**src/rtl/pwm_multi_pkg.sv**
```systemverilog
// Shared types and constants for the multi-channel PWM generator.
package pwm_multi_pkg;

    // Per-channel dead-time FSM states.
    typedef enum logic [1:0] {
        LOW     = 2'd0,
        DT_RISE = 2'd1,
        HIGH    = 2'd2,
        DT_FALL = 2'd3
    } dt_state_t;

    // Gate-drive pair for one channel (high side, low side).
    typedef struct packed {
        logic ctrl;
        logic ctrl_n;
    } gate_t;

    // Both switches off: reset, disabled and dead-time intervals.
    localparam gate_t GATE_SAFE = '{ctrl: 1'b0, ctrl_n: 1'b0};
    // Low side conducting.
    localparam gate_t GATE_LOW  = '{ctrl: 1'b0, ctrl_n: 1'b1};
    // High side conducting.
    localparam gate_t GATE_HIGH = '{ctrl: 1'b1, ctrl_n: 1'b0};

endpackage

```
**src/rtl/pwm_deadtime.sv**
```systemverilog
// Per-channel dead-time inserter: turns the raw PWM level into a
// non-overlapping complementary gate pair.
module pwm_deadtime
    import pwm_multi_pkg::*;
#(
    parameter int DT_W = 8
) (
    input  logic            clk,
    input  logic            rst,
    input  logic            en,
    input  logic            raw,
    input  logic [DT_W-1:0] dead_s,
    output logic            ctrl,
    output logic            ctrl_n
);

    dt_state_t       state_q;
    logic [DT_W-1:0] dt_cnt_q;
    gate_t           gate_q;
    logic            dt_done;

    // The counter is 1 on entry to a dead-time state, so it has served
    // dt_cnt_q clocks when compared here.
    assign dt_done = (dt_cnt_q >= dead_s);

    // Dead-time FSM; gate outputs are registered together with the state
    // they belong to, so the two sides can never overlap.
    // NOTE: state flops use non-blocking assignments so every flop samples
    // the pre-edge values and simulation matches the synthesized registers.
    always_ff @(posedge clk or posedge rst) begin
        if (rst) begin
            state_q  <= LOW;
            dt_cnt_q <= '0;
            gate_q   <= GATE_SAFE;
        end else if (!en) begin
            state_q  <= LOW;
            dt_cnt_q <= '0;
            gate_q   <= GATE_SAFE;
        end else begin
            unique case (state_q)
                LOW: begin
                    if (!raw) begin
                        gate_q <= GATE_LOW;
                    end else if (dead_s == '0) begin
                        state_q <= HIGH;
                        gate_q  <= GATE_HIGH;
                    end else begin
                        state_q  <= DT_RISE;
                        dt_cnt_q <= DT_W'(1);
                        gate_q   <= GATE_SAFE;
                    end
                end
                DT_RISE: begin
                    if (!raw) begin
                        // Pulse shorter than the dead time is swallowed.
                        state_q <= LOW;
                        gate_q  <= GATE_LOW;
                    end else if (dt_done) begin
                        state_q <= HIGH;
                        gate_q  <= GATE_HIGH;
                    end else begin
                        dt_cnt_q <= dt_cnt_q + DT_W'(1);
                    end
                end
                HIGH: begin
                    if (raw) begin
                        gate_q <= GATE_HIGH;
                    end else if (dead_s == '0) begin
                        state_q <= LOW;
                        gate_q  <= GATE_LOW;
                    end else begin
                        state_q  <= DT_FALL;
                        dt_cnt_q <= DT_W'(1);
                        gate_q   <= GATE_SAFE;
                    end
                end
                DT_FALL: begin
                    if (raw) begin
                        state_q <= HIGH;
                        gate_q  <= GATE_HIGH;
                    end else if (dt_done) begin
                        state_q <= LOW;
                        gate_q  <= GATE_LOW;
                    end else begin
                        dt_cnt_q <= dt_cnt_q + DT_W'(1);
                    end
                end
            endcase
        end
    end

    assign ctrl   = gate_q.ctrl;
    assign ctrl_n = gate_q.ctrl_n;

endmodule

```
**src/rtl/pwm_multi.sv**
```systemverilog
// Multi-channel PWM generator: shared master counter, shadowed period,
// duty, phase and dead time, and one dead-time inserter per channel.
module pwm_multi
    import pwm_multi_pkg::*;
#(
    parameter int N_CH  = 4,
    parameter int CNT_W = 16,
    parameter int DT_W  = 8
) (
    input  logic                  clk,
    input  logic                  rst,
    input  logic                  en,
    input  logic [CNT_W-1:0]      period,
    input  logic [N_CH*CNT_W-1:0] duty,
    input  logic [N_CH*CNT_W-1:0] phase,
    input  logic [DT_W-1:0]       dead,
    input  logic                  load,
    output logic                  loaded,
    output logic                  sync,
    output logic [N_CH-1:0]       ctrl,
    output logic [N_CH-1:0]       ctrl_n
);

    localparam logic [CNT_W:0] ONE_X = (CNT_W + 1)'(1);

    logic [CNT_W-1:0]      cnt_q, cnt_d;
    logic [CNT_W-1:0]      period_s_q, period_s_d;
    logic [N_CH*CNT_W-1:0] duty_s_q, duty_s_d;
    logic [N_CH*CNT_W-1:0] phase_s_q, phase_s_d;
    logic [DT_W-1:0]       dead_s_q, dead_s_d;
    logic                  pend_q, pend_d;
    logic                  loaded_q, loaded_d;
    logic                  en_q;
    logic [N_CH-1:0]       raw_q, raw_d;

    logic running;
    logic en_rise;
    logic at_end;
    logic shadow_wr;

    // Counting only starts the cycle after en rises; that first cycle is
    // used to take a fresh copy of the live settings.
    assign running   = en & en_q;
    assign en_rise   = en & ~en_q;
    assign at_end    = (cnt_q == period_s_q);
    assign sync      = running & at_end;
    assign shadow_wr = en_rise | (sync & (pend_q | load));

    // Master counter, shadow registers and load handshake.
    // NOTE: every variable gets a default before any condition, so no path
    // leaves it unassigned and no latch is inferred.
    always_comb begin
        cnt_d      = cnt_q + CNT_W'(1);
        period_s_d = period_s_q;
        duty_s_d   = duty_s_q;
        phase_s_d  = phase_s_q;
        dead_s_d   = dead_s_q;
        pend_d     = pend_q;
        loaded_d   = shadow_wr;

        if (!running || at_end) begin
            cnt_d = '0;
        end

        if (shadow_wr) begin
            period_s_d = period;
            duty_s_d   = duty;
            phase_s_d  = phase;
            dead_s_d   = dead;
        end

        if (!en || shadow_wr) begin
            pend_d = 1'b0;
        end else if (load) begin
            pend_d = 1'b1;
        end
    end

    // Per-channel phase-shifted local count and duty compare.
    always_comb begin
        logic [CNT_W-1:0] ph;
        logic [CNT_W:0]   loc;
        raw_d = '0;
        ph    = '0;
        loc   = '0;
        for (int i = 0; i < N_CH; i++) begin
            ph = phase_s_q[i*CNT_W +: CNT_W];
            if (ph > period_s_q) begin
                ph = '0;
            end
            loc = {1'b0, cnt_q} + {1'b0, ph};
            if (loc > {1'b0, period_s_q}) begin
                loc = loc - ({1'b0, period_s_q} + ONE_X);
            end
            raw_d[i] = running & (loc < {1'b0, duty_s_q[i*CNT_W +: CNT_W]});
        end
    end

    // State registers for the counter, shadows and raw waveforms.
    // NOTE: shadow registers are reset like any other flop: a defined
    // period/duty after reset keeps the raw compare from seeing X.
    always_ff @(posedge clk or posedge rst) begin
        if (rst) begin
            cnt_q      <= '0;
            period_s_q <= '0;
            duty_s_q   <= '0;
            phase_s_q  <= '0;
            dead_s_q   <= '0;
            pend_q     <= 1'b0;
            loaded_q   <= 1'b0;
            en_q       <= 1'b0;
            raw_q      <= '0;
        end else begin
            cnt_q      <= cnt_d;
            period_s_q <= period_s_d;
            duty_s_q   <= duty_s_d;
            phase_s_q  <= phase_s_d;
            dead_s_q   <= dead_s_d;
            pend_q     <= pend_d;
            loaded_q   <= loaded_d;
            en_q       <= en;
            raw_q      <= raw_d;
        end
    end

    assign loaded = loaded_q;

    for (genvar g = 0; g < N_CH; g++) begin : g_ch
        pwm_deadtime #(
            .DT_W(DT_W)
        ) u_dt (
            .clk   (clk),
            .rst   (rst),
            .en    (en),
            .raw   (raw_q[g]),
            .dead_s(dead_s_q),
            .ctrl  (ctrl[g]),
            .ctrl_n(ctrl_n[g])
        );
    end

endmodule

```
**config.mk**
```make
export PLATFORM = sky130hd
export DESIGN_NAME = pwm_multi
export DESIGN_NICKNAME = d
export VERILOG_FILES = /design/src/rtl/pwm_multi_pkg.sv /design/src/rtl/pwm_deadtime.sv /design/src/rtl/pwm_multi.sv
export SDC_FILE = /design/constraint.sdc
export NUM_CORES = 1
export LEC_CHECK = 0
export BUFFER_PORTS_ARGS = -buffer_cell sky130_fd_sc_hd__buf_4
export CAP_MARGIN = 20
export CORE_ASPECT_RATIO = 0.5
export CORE_MARGIN = 2
export CORE_UTILIZATION = 40
export CTS_CLUSTER_DIAMETER = 80
export DETAILED_ROUTE_END_ITERATION = 8
export PLACE_DENSITY = 0.54
export SETUP_SLACK_MARGIN = 0.5
export SLEW_MARGIN = 40
export SYNTH_ARGS = -nofsm -noshare
export SYNTH_HDL_FRONTEND = slang
export SYNTH_HIERARCHICAL = 1
export SYNTH_SLANG_ARGS = --single-unit
```
**constraint.sdc**
```tcl
create_clock -name clk -period 10.07 [get_ports clk]
set_input_delay 0.5035 -clock clk [delete_from_list [all_inputs] [get_ports clk]]
set_output_delay 0.5035 -clock clk [all_outputs]
set_load 0.03 [all_outputs]
```
---- Yosys cells after proc, flatten, opt, wreduce, memory -nomap -nowiden ----
Cells that the tools add are included.
word-level totals
  register bits ........................... 223
  bits of input ports ..................... 156
  output and inout bits ................... 10
  word-level logic and storage cells ...... 232
cells by class
  add/sub/neg operators ................... 14
  order comparisons ....................... 16
  equality and inequality tests ........... 37
  mux-type cells .......................... 107
  bitwise logic cells ..................... 11
  reductions and logical operators ........ 22
operator list
  cell                   count
  $mux 8                 28
  $pmux 8 s4             4
  $mux 2                 55
  $mux 16                5
  $add 16x16->17         4
  $gt 17x16->1           4
  $lt 17x16->1           4
  $mux 17                4
  $sub 17x17->17         4
  $gt 16x16->1           4
  $pmux 2 s4             8
  $ne 3x3->1 const B     16
  $add 8x1->8 const B    4
  $ge 8x8->1             4
  $ne 4x3->1 const B     8
  $reduce_and 4->1       8
  $add 16x1->17 const B  1
  $add 16x1->16 const B  1
  $eq 16x16->1           1
  $eq 2x2->1 const B     8
  $and 1x1->1            8
  $eq 2x1->1 const B     4
  $logic_not 2->1        4
  $logic_not 8->1        1
  other kinds (7)        15

---- Depth between registers and ports, before layout ----
Gate-level depths: netlist of the first run.
  depth after elaboration ................. 7
  gate-level depth with buffers ........... 42
  depth with buffers taken out ............ 40

---- Cells and area by module ----
Netlist of the first run, hierarchy kept.
modules (own cells, without submodules)
  module        times used  cells an instance  area each (sq um)  seq. area each (sq um)
  pwm_multi     1           2196               17869.6            4379.2
  pwm_deadtime  4           93                 887.1              300.3

---- Worst setup path after synthesis of the first run ----
No wires, ideal clock.
  path kind ............................... reg2reg
  start ................................... register period_s_q[1]
  end ..................................... register raw_q[0]
  setup time .............................. 86 ps
  arrival time ............................ 7329 ps
  required time ........................... 9984 ps
  slack ................................... 2655 ps
  stages on the path, launching flop included .. 38
  buffers on the path ..................... 3
  period minus slack after synthesis ...... 7415 ps
  cell sequence ........................... dfrtp_1 -> inv_1 -> ha_1 -> nor2b_1 -> o21a_1 -> o21a_1 -> o21a_1 -> o21a_1 -> o21a_1 -> o21ai_1 -> a2111oi_2 -> clkbuf_1 -> nor2_1 -> ha_1 -> fa_1 -> a211oi_1 -> o211ai_1 -> a41oi_1 -> [... 2 more ...] -> o21ai_0 -> xor2_1 -> ha_1 -> a2111o_1 -> a221oi_1 -> a211oi_1 -> nor2b_1 -> buf_2 -> buf_1 -> nand2_1 -> o21ai_0 -> ha_1 -> a21o_1 -> a211oi_1 -> o2111ai_1 -> a31oi_1 -> nor2_1 -> nor3_1
on the way
  word-level cells in the longest chain between the ends .. 7
  elaborated cells between the ends (all ways) .. 9
  those cells by class .................... add/sub: 3; order compare: 3; mux: 2; bitwise: 1
ends and longest elaborated chain
  what                                            RTL line                          source
  from (decl)                                     pwm_multi.sv:27                   logic [CNT_W-1:0] period_s_q, period_s_d;
  from (signal assigned)                          pwm_multi.sv:115                  period_s_q <= period_s_d;
  $gt 16x16->1                                    pwm_multi.sv:88                   if (ph > period_s_q) begin
  $mux 16                                         pwm_multi.sv:88
  $add 16x16->17                                  pwm_multi.sv:91                   loc = {1'b0, cnt_q} + {1'b0, ph};
  $sub 17x17->17 or $gt 17x16->1 (tied branches)  pwm_multi.sv:93, pwm_multi.sv:92
  $mux 17 (*)                                     pwm_multi.sv:92                   if (loc > {1'b0, period_s_q}) begin
  $lt 17x16->1 (*)                                pwm_multi.sv:95                   raw_d[i] = running & (loc < {1'b0, duty_s_q[i*CNT_W +: CNT_W]});
  $and 1x1->1 (*)                                 pwm_multi.sv:95
  net raw_d[0]                                    pwm_multi.sv:34                   logic [N_CH-1:0] raw_q, raw_d;
  to (signal assigned)                            pwm_multi.sv:122                  raw_q <= raw_d;
  to (decl)                                       pwm_multi.sv:34
Mark *: on every way through the listed nets, which the timed path passes. The rest lies on a longest branch.
A chain may end at the register's enable or synchronous reset.

---- Final worst setup path of the first run ----
  start ................................... register period_s_q[2]
  end ..................................... register raw_q[1]
The elaborated chain is that of the path after synthesis.

==> metrics.yaml, run 1 <==
crit_family: "compound AO/OA/AOI/OAI gates"
leakage_uw: 0.0123
relSlewSlack_pct: 36.8
max-clock-path-buffers: 3
syn_nets: 3086
end_kind: "register"
synth_cell_type_count: 91
route.detailed.drc: 0
dr.pass1.iters: 5
drtAntennaViolNets: 0
grt_pass1_wl_um: 107000
crit_path_start_kind: "register"
fin_nets: 3242
cp_slowest_cell: "a21boi_0"
io_pins: 166
grt_pass1_vias: 18219
fillers: 5256
hold_viol_final: 0
max_cap_viol_count: 0
hold_ws_ps: 107
antennaDiodeCount: 0
setup_viol: 0
hp-class: "in -> reg"
ys_seq_area_share_pct: 26.1
top_layer_used: "met4"
worst_clock_skew_ps: 15.8
crit_required_ps: 10530
outcome: "completed"
syn_avg_cell_area_um2: 8.34
async_flop_share_pct: 100
criticalPathCategory: "reg -> reg"
cp.arrival_ps: 8990
numCtsBuffers: 25
cts.sinks: 223
synth.top_cell.area_share_pct: 26.1
clk_latency_ps: 580
hpwl_um: 54200
yosysWarnings: 6
fin_crit_sh_pct: 84.8
wl_met1_um: 35500
grt_max_degree: 87
start_util_pct: 40.9
fmax_mhz: 117
finalPower_uw: 4520
gp_congestion: 0.927
syn2layout_area_growth_pct: 14.1
drv_slew: 0
core_area_mm2: 0.0524
critPathBufInv: 3
wl_per_cell_um: 20.1
vias_per_cell: 5.53
fin_tns_setup_ps: 0
synth_edf_count: 0
cts.root.buffer_cell: "clkbuf_16"
ys_ff_latch: 223
htreeDepth: 1
die_width_um: 331
num_rows: 59
p_per_area_mw_per_mm2: 185
synth_area_leaders: "dfrtp_1 (26%), ha_1 (21%), nand2_1 (7.4%)"
yosysTopAreaCell: "dfrtp_1"
cts_tree: "done"
worst_slew_pin_slew_ps: 940
wl_met3_um: 4520
die_area_mm2: 0.0555
seqCellArea_mm2: 0.00558
rsz0062_at_grt: "false"
first_iter_violations: 1602
worstPathMaxFanout: 17
clk_pin_slew_ps: 80
ir_drop_uv: 107
dr_wl_met2_um: 27800
synth-main-ff-cell: "dfrtp_1"
overflow: 0
antenna_found_initial: 0
period_needed_ps: 8540
netlist_area_mm2: 0.0214
io_buffer_count: 165
max_stage_delay_ps: 770
wl_um: 69300
synthCells: 2568
drive_gt1_share_pct: 11.4
grt_usage_pct: 24.9
die_h_um: 168
num_vias: 19048
post_cts_buffers: 0
multiInputGateArea_mm2: 0.0150
[state kept, by name, indices dropped and copies added, names as in the netlist]
name and flops:
en_q 1, duty_s_q 64, g_ch.u_dt/ctrl 4, g_ch.u_dt/ctrl_n 4, dead_s_q 8, period_s_q 16, cnt_q 16, pend_q 1
g_ch.u_dt/state_q 8, phase_s_q 64, raw_q 4, loaded 1, g_ch.u_dt/dt_cnt_q 32
[tightest hold or removal path, delay by kind of cell]
| family | cells | cell delay, ps |
|---|---|---|
| AND/OR/NAND/NOR | 2 | 80 |
| buffers and inverters | 1 | 70 |
[cells in the mapped netlist, types with 43 or more instances]
master and instances:
nor2_1 133, o21a_1 43, o21ai_1 67, xor2_1 53, nand2_1 425, a21o_1 80
dfrtp_1 223, inv_1 170, o21ai_0 119, xnor2_1 92, and2_1 57, a21oi_1 143
ha_1 354, nand3_1 73
[where the power goes]
group          internal [µW]  switching [µW]  total [µW]
clock network            620             425        1040
registers                994             102        1100
logic                    999            1380        2380
total                   2610            1900        4520
[stage by stage]
step | setup slack, ps | area, µm² | util [%] | instances
4_1_cts | 1670 | 24400 | 46.6 | 3441
3_3_place_gp | 1790 | 23500 | 44.8 | 3396
5_1_grt | 782 | 24400 | 46.6 | 3442
2_1_floorplan | 2660 | 21400 | - | 2568
3_5_place_dp | 1700 | 23500 | 44.9 | 3396
6_report | 1530 | 24400 | 46.6 | 3442
[cells by family after synthesis]
logic type | synth area share, %
AOI/OAI and AO/OA | 20.0
DFF | 26.1
muxes | 1.62
adders and majority gates | 21.4
xor gates and xnor gates | 5.93
and+or+nand+nor | 20.8
buffers and inverters | 4.17
[routing by layer]
layer	global-route usage (%)	up-vias
li1	-	9478
met1	38.4	8935
met2	36.3	549
met3	3.60	86
met4	5.28	0
met5	0	-
[cell type report]
| class | count | share of cell area (%) |
|---|---|---|
| clock buffers | 33 | 2.89 |
| clock inverters | 11 | 0.778 |
| inverters | 176 | 2.74 |
| multi-input cells | 2112 | 61.4 |
| flip-flops and latches | 223 | 22.8 |
| well taps | 701 | 3.59 |
| repair buffers | 186 | 5.80 |
[cells in the final DEF (no fill, tap or decap), types with 36 or more instances in the layout]
cell	count
ha_1	354
nor2_1	133
nand2_1	424
a21o_1	80
nor3_1	42
xor2_1	53
nand3_1	72
xnor2_1	87
and2_1	57
dfrtp_1	223
nand4_1	36
o21a_1	43
buf_4	182
inv_1	169
o21ai_0	119
a21oi_1	143
o21ai_1	67
[what timing repair did]
action                    in CTS  in global routing
hold endpoints to repair       7                  0
hold buffers                   1                  0
resized for setup              0                  0
[path summary, 6_finish.rpt]
path                                   start                 endpoint  slack (ps)  cells past startpoint
max                            period_s_q[2]                 raw_q[1]        1530                     34
max reg2reg                    period_s_q[2]                 raw_q[1]        1530                     34
min in group asynchronous                rst  g_ch[2].u_dt/state_q[0]         570                      3
max in group asynchronous                rst            phase_s_q[53]        8370                      4
min                                  duty[0]              duty_s_q[0]         110                      3
min reg2reg                g_ch[3].u_dt/ctrl        g_ch[3].u_dt/ctrl         480                      1
No activity file was read; power rests on OpenSTA's default activity.
==> run 2, diff against run 1 <==
- PLACE_DENSITY: 0.54 -> 0.56
- clock period: 10.07 -> 7.6 ns (I/O delays scaled with it)
==> run 2 against run 1 <==
  * Sequential cell count did not move
  * Clock power rose by 25%
  * Setup slack got worse by 1100 ps
  * Via count rose by 5.8%
  * Critical path depth rose by 5
  * Critical path type unchanged
  * Largest cell class unchanged
==> metrics.yaml, run 2 (synthesis results as in run 1) <==
outcome: "completed"  # unchanged
fin_tns_setup_ps: 0  # unchanged
clk_pin_slew_ps: 60  # was 80 ps
io_pins: 166  # unchanged
crit_path_start_kind: "register"  # unchanged
fmax_mhz: 139  # was 117 MHz
leakage_uw: 0.0138  # was 0.0123 µW
cts.sinks: 223  # unchanged
drive_gt1_share_pct: 22.4  # was 11.4%
drv_slew: 0  # unchanged
drtAntennaViolNets: 0  # unchanged
crit_required_ps: 8040  # was 10530 ps
route.detailed.drc: 0  # unchanged
die_h_um: 168  # unchanged
antennaDiodeCount: 0  # unchanged
max_cap_viol_count: 0  # unchanged
die_area_mm2: 0.0555  # unchanged
start_util_pct: 40.9  # unchanged
syn2layout_area_growth_pct: 30.3  # was 14.1%
final_cell_mix: "nand2_1 (421), buf_4 (322), ha_1 (321), dfrtp_1 (218), inv_1 (165)"  # was nand2_1 (424), ha_1 (354), dfrtp_1 (223), buf_4 (182), inv_1 (169)
grt_pass1_wl_um: 111000  # was 107000 µm
p_per_area_mw_per_mm2: 239  # was 185 mW/mm²
clk_latency_ps: 580  # about the same
grt_pass1_vias: 19381  # was 18219
dr.pass1.iters: 5  # unchanged
wl_per_cell_um: 19.7  # was 20.1 µm
max-clock-path-buffers: 3  # unchanged
hold_viol_final: 0  # unchanged
fillers: 4912  # was 5256
rsz0062_at_grt: "true"  # was false
worstPathMaxFanout: 7  # was 17
cts.root.buffer_cell: "clkbuf_16"  # unchanged
cp.arrival_ps: 7650  # was 8990 ps
overflow: 0  # unchanged
numCtsBuffers: 25  # unchanged
worst_clock_skew_ps: 22.1  # was 15.8 ps
cp_slowest_cell: "dfrtp_1"  # was a21boi_0
fin_nets: 3495  # was 3242
relSlewSlack_pct: 30.6  # was 36.8%
gp_congestion: 0.948  # was 0.927
num_rows: 59  # unchanged
die_width_um: 331  # unchanged
fin_crit_sh_pct: 94.8  # was 84.8%
wl_um: 72900  # was 69300 µm
grt_usage_pct: 25.5  # was 24.9%
setup_viol: 0  # unchanged
finalPower_uw: 6660  # was 4520 µW
antenna_found_initial: 0  # unchanged
period_needed_ps: 7200  # was 8540 ps
hold_ws_ps: 15.1  # was 107 ps
io_buffer_count: 165  # unchanged
hp-class: "in -> reg"  # unchanged
postLayoutCellArea_mm2: 0.0279  # was 0.0244 mm²
top_regs: "duty_s_q (64), phase_s_q (64), g_ch.u_dt/dt_cnt_q (32)"  # unchanged
placed_cell_area_mm2: 0.0241  # was 0.0235 mm²
criticalPathCategory: "reg -> reg"  # unchanged
hpwl_um: 55200  # was 54200 µm
layout_commonest_cell: "nand2_1"  # unchanged
cts_tree: "done"  # unchanged
seqCellArea_mm2: 0.00559  # was 0.00558 mm²
ir_drop_uv: 161  # was 107 µV
htreeDepth: 1  # unchanged
max_stage_delay_ps: 400  # was 770 ps
core_area_mm2: 0.0524  # unchanged
worst_slew_pin_slew_ps: 1030  # was 940 ps
end_kind: "register"  # unchanged
vias_per_cell: 5.45  # was 5.53
grt_max_degree: 99  # was 87
first_iter_violations: 1409  # was 1602
multiInputGateArea_mm2: 0.0162  # was 0.0150 mm²
num_vias: 20153  # was 19048
-- run 2: cell types whose count changed in the layout (fill, tap and decap cells not counted), moves of 14 or more --
cell	change
xnor2_2	+14
a21oi_1	-35
o21ai_0	-15
mux2_4	+16
xnor2_1	-17
buf_4	+140
buf_6	+16
dlygate4sd3_1	+89
ha_4	+26
a21oi_2	+32
ha_1	-33
-- run 2: layout make-up --
| cell class | count | area share (%) |
|---|---|---|
| tap | 701 | 3.14 |
| timing repair buffer | 439 | 13.1 |
| inverter | 176 | 2.46 |
| clock inverter | 8 | 0.372 |
| sequential | 223 | 20.0 |
| multi-input combinational | 2112 | 58.2 |
| clock buffer | 37 | 2.69 |
-- run 2: what timing repair did --
item | CTS | global route
hold endpoints to repair | 194 | 0
buffers inserted | 44 | 42
hold buffers | 90 | 0
pin swaps | 59 | 113
endpoints found under the setup margin | 4 | 4
cloned | 2 | 4
resized for setup | 107 | 163
-- run 2: stage by stage --
stage / std cells / worst slack, ps / util [%]
2_1_floorplan: 2568 / 582 / -
3_3_place_gp: 3469 / 81.0 / 45.9
3_5_place_dp: 3469 / -15.5 / 46.0
4_1_cts: 3650 / 513 / 50.9
5_1_grt: 3696 / 120 / 53.2
6_report: 3696 / 399 / 53.2
-- run 2: per-layer routing --
| metal | part of all wire (%) | wire (µm) | track usage (%) |
|---|---|---|---|
| met3 | 6.8 | 4960 | 5.06 |
| met5 | 0 | 0 | 0 |
| met1 | 49 | 35800 | 37.7 |
| met4 | 2.3 | 1700 | 5.62 |
| met2 | 42 | 30500 | 38.1 |
-- run 2: worst paths after layout --
kind | depth (start not counted) | endpoint | slack (ps) | from
worst max-delay path | 39 | raw_q[2] | 400 | period_s_q[1]
worst min-delay path | 3 | phase_s_q[58] | 20 | phase[58]
worst max register to register | 39 | raw_q[2] | 400 | period_s_q[1]
worst min register to register | 1 | g_ch[3].u_dt/ctrl_n | 480 | g_ch[3].u_dt/ctrl_n
max in group asynchronous | 4 | period_s_q[0] | 5960 | rst
min in group asynchronous | 3 | g_ch[0].u_dt/dt_cnt_q[1] | 460 | rst
-- run 2: power breakdown --
| part | internal, µW | total [µW] | switching [µW] |
|---|---|---|---|
| registers | 1320 | 1450 | 136 |
| clock network | 751 | 1300 | 547 |
| logic | 1810 | 3900 | 2100 |
| total | 3880 | 6660 | 2780 |
-- run 2: critical path: cells and delay by family (launching register included) --
family / cells / cell delay (ps)
xor gates and xnor gates: 1 / 140
muxes: 1 / 320
DFF: 1 / 400
and+or+nand+nor: 9 / 1360
buffers and inverters: 6 / 910
adders and majority gates: 4 / 980
AOI/OAI and AO/OA: 18 / 2940
==> run 3, diff against run 2 <==
- SETUP_SLACK_MARGIN: 0.5 -> unset
- SKIP_LAST_GASP: unset -> 1
==> run 3 against run 2 <==
  * Non-clock buffer count decreased by 45
  * First-iteration DRC count increased by 2.1%
  * Design area decreased by 4.3%
  * Clock power decreased by 4%
==> metrics.yaml, run 3 (synthesis results as in run 1) <==
fillers: 5014  # was 4912
cp_slowest_cell: "dfrtp_2"  # was dfrtp_1
max_cap_viol_count: 0  # unchanged
worst_slew_pin_slew_ps: 893  # was 1030 ps
rsz0062_at_grt: "true"  # unchanged
relSlewSlack_pct: 40.0  # was 30.6%
antenna_found_initial: 3  # was 0
cts.sinks: 223  # unchanged
max_stage_delay_ps: 450  # was 400 ps
numCtsBuffers: 25  # unchanged
num_rows: 59  # unchanged
multiInputGateArea_mm2: 0.0154  # was 0.0162 mm²
p_seq_share_pct: 23.4  # was 21.8%
overflow: 0  # unchanged
hp-class: "in -> reg"  # unchanged
layout_commonest_cell: "nand2_1"  # unchanged
clk_pin_slew_ps: 70  # was 60 ps
first_iter_violations: 1439  # was 1409
clk_latency_ps: 590  # was 580 ps
worst_clock_skew_ps: 24.9  # was 22.1 ps
period_needed_ps: 7300  # was 7200 ps
grt_pass1_wl_um: 107000  # was 111000 µm
fin_ws_ps: 301  # was 399 ps
cts_tree: "done"  # unchanged
drtAntennaViolNets: 0  # unchanged
wl_per_cell_um: 19.5  # was 19.7 µm
critPathBufInv: 4  # was 6
cp.arrival_ps: 7740  # was 7650 ps
fmax_mhz: 137  # was 139 MHz
final_cell_mix: "nand2_1 (423), ha_1 (351), buf_4 (271), dfrtp_1 (220), inv_1 (166)"  # was nand2_1 (421), buf_4 (322), ha_1 (321), dfrtp_1 (218), inv_1 (165)
dp_slack_ps: -48.2  # was -15.5 ps
syn2layout_area_growth_pct: 24.6  # was 30.3%
die_h_um: 168  # unchanged
io_buffer_count: 165  # unchanged
p_switching_uw: 2630  # was 2780 µW
core_area_mm2: 0.0524  # unchanged
htreeDepth: 1  # unchanged
worstPathMaxFanout: 14  # was 7
crit_path_start_kind: "register"  # unchanged
max-clock-path-buffers: 3  # unchanged
grt_pass1_vias: 18459  # was 19381
hpwl_um: 54600  # was 55200 µm
grt_usage_pct: 24.7  # was 25.5%
die_width_um: 331  # unchanged
io_pins: 166  # unchanged
criticalPathCategory: "reg -> reg"  # unchanged
p_clk_share_pct: 20.3  # was 19.5%
hold_viol_final: 0  # unchanged
wl_um: 71200  # was 72900 µm
p_sw_share_pct: 42.5  # was 41.8%
p_int_uw: 3560  # was 3880 µW
crit_required_ps: 8040  # about the same
drive_gt1_share_pct: 16.3  # was 22.4%
start_util_pct: 40.9  # unchanged
p_per_area_mw_per_mm2: 232  # was 239 mW/mm²
route.detailed.drc: 0  # unchanged
setup_viol: 0  # unchanged
grt_max_degree: 129  # was 99
dr.pass1.iters: 6  # was 5
top_regs: "duty_s_q (64), phase_s_q (64), g_ch.u_dt/dt_cnt_q (32)"  # unchanged
end_kind: "register"  # unchanged
crit_family: "compound AO/OA/AOI/OAI gates"  # unchanged
gp_congestion: 0.942  # was 0.948
fin_crit_sh_pct: 96.0  # was 94.8%
die_area_mm2: 0.0555  # unchanged
leakage_uw: 0.0134  # was 0.0138 µW
final_core_util_pct: 50.9  # was 53.2%
finalPower_uw: 6190  # was 6660 µW
vias_per_cell: 5.44  # was 5.45
num_vias: 19876  # was 20153
power_frac_comb_pct: 56.4  # was 58.7%
cts.root.buffer_cell: "clkbuf_16"  # unchanged
antennaDiodeCount: 0  # unchanged
ir_drop_uv: 157  # was 161 µV
outcome: "completed"  # unchanged
drv_slew: 0  # unchanged
fin_nets: 3450  # was 3495
seqCellArea_mm2: 0.00558  # was 0.00559 mm²
run 3: area by class of cell:
class | count | share of cell area [%]
Clock inverter | 6 | 0.253
Multi-Input combinational cell | 2112 | 57.8
Tap cell | 701 | 3.29
Sequential cell | 223 | 20.9
Timing Repair Buffer | 394 | 12.5
Inverter | 176 | 2.56
Clock buffer | 39 | 2.69
run 3: final timing paths:
check | cells past startpoint | to | slack [ps] | start
worst max-delay path | 35 | raw_q[2] | 300 | period_s_q[9]
min in group asynchronous | 3 | dead_s_q[5] | 430 | rst
max in group asynchronous | 4 | phase_s_q[43] | 6060 | rst
worst min-delay path | 3 | phase_s_q[30] | 20 | phase[30]
worst max register to register | 35 | raw_q[2] | 300 | period_s_q[9]
worst min register to register | 1 | g_ch[3].u_dt/ctrl_n | 480 | g_ch[3].u_dt/ctrl_n
run 3: worst register-to-register path: cells and delay by family (launching register included):
family	cells	cell delay, ps
AO/OA/AOI/OAI	14	2460
XOR/XNOR	1	190
adder cells (fa/ha/maj)	4	1160
buffers and inverters	4	740
flip-flops	1	450
multiplexers	1	340
AND/OR/NAND/NOR	11	1810
run 3: power groups by stage:
stage / logic [µW] / registers, µW / clock network (µW)
2_1_floorplan: 2280 / 1430 / 0
3_3_place_gp: 3170 / 1460 / 0
3_5_place_dp: 3200 / 1470 / 0
4_1_cts: 3270 / 1440 / 1280
5_1_grt: 3870 / 1460 / 1320
6_report: 3490 / 1450 / 1250
run 3: per-stage QoR:
stage | cell area [µm²] | hold WS, ps | instances | setup TNS [ps]
global route | 26700 | 8.64 | 3651 | -172
global placement | 24000 | 465 | 3464 | 0
CTS | 25900 | 0.0308 | 3616 | 0
floorplan | 21400 | 245 | 2568 | 0
finish | 26700 | 19.5 | 3651 | 0
detailed placement | 24000 | 467 | 3464 | -94.9
run 3: what timing repair did:
item | 4_1_cts | 5_1_grt
gates cloned | 0 | 6
gates resized for setup | 2 | 101
hold buffers | 107 | 0
pin swaps | 0 | 30
setup buffers | 0 | 29
setup endpoints to repair | 2 | 4
hold endpoints to repair | 188 | 0
run 3: metal layers:
layer / wire length, µm / global-route usage (%)
met4: 1620 / 5.14
met3: 5230 / 5.22
met5: 12 / 0
met2: 29300 / 36.8
met1: 35000 / 36.6
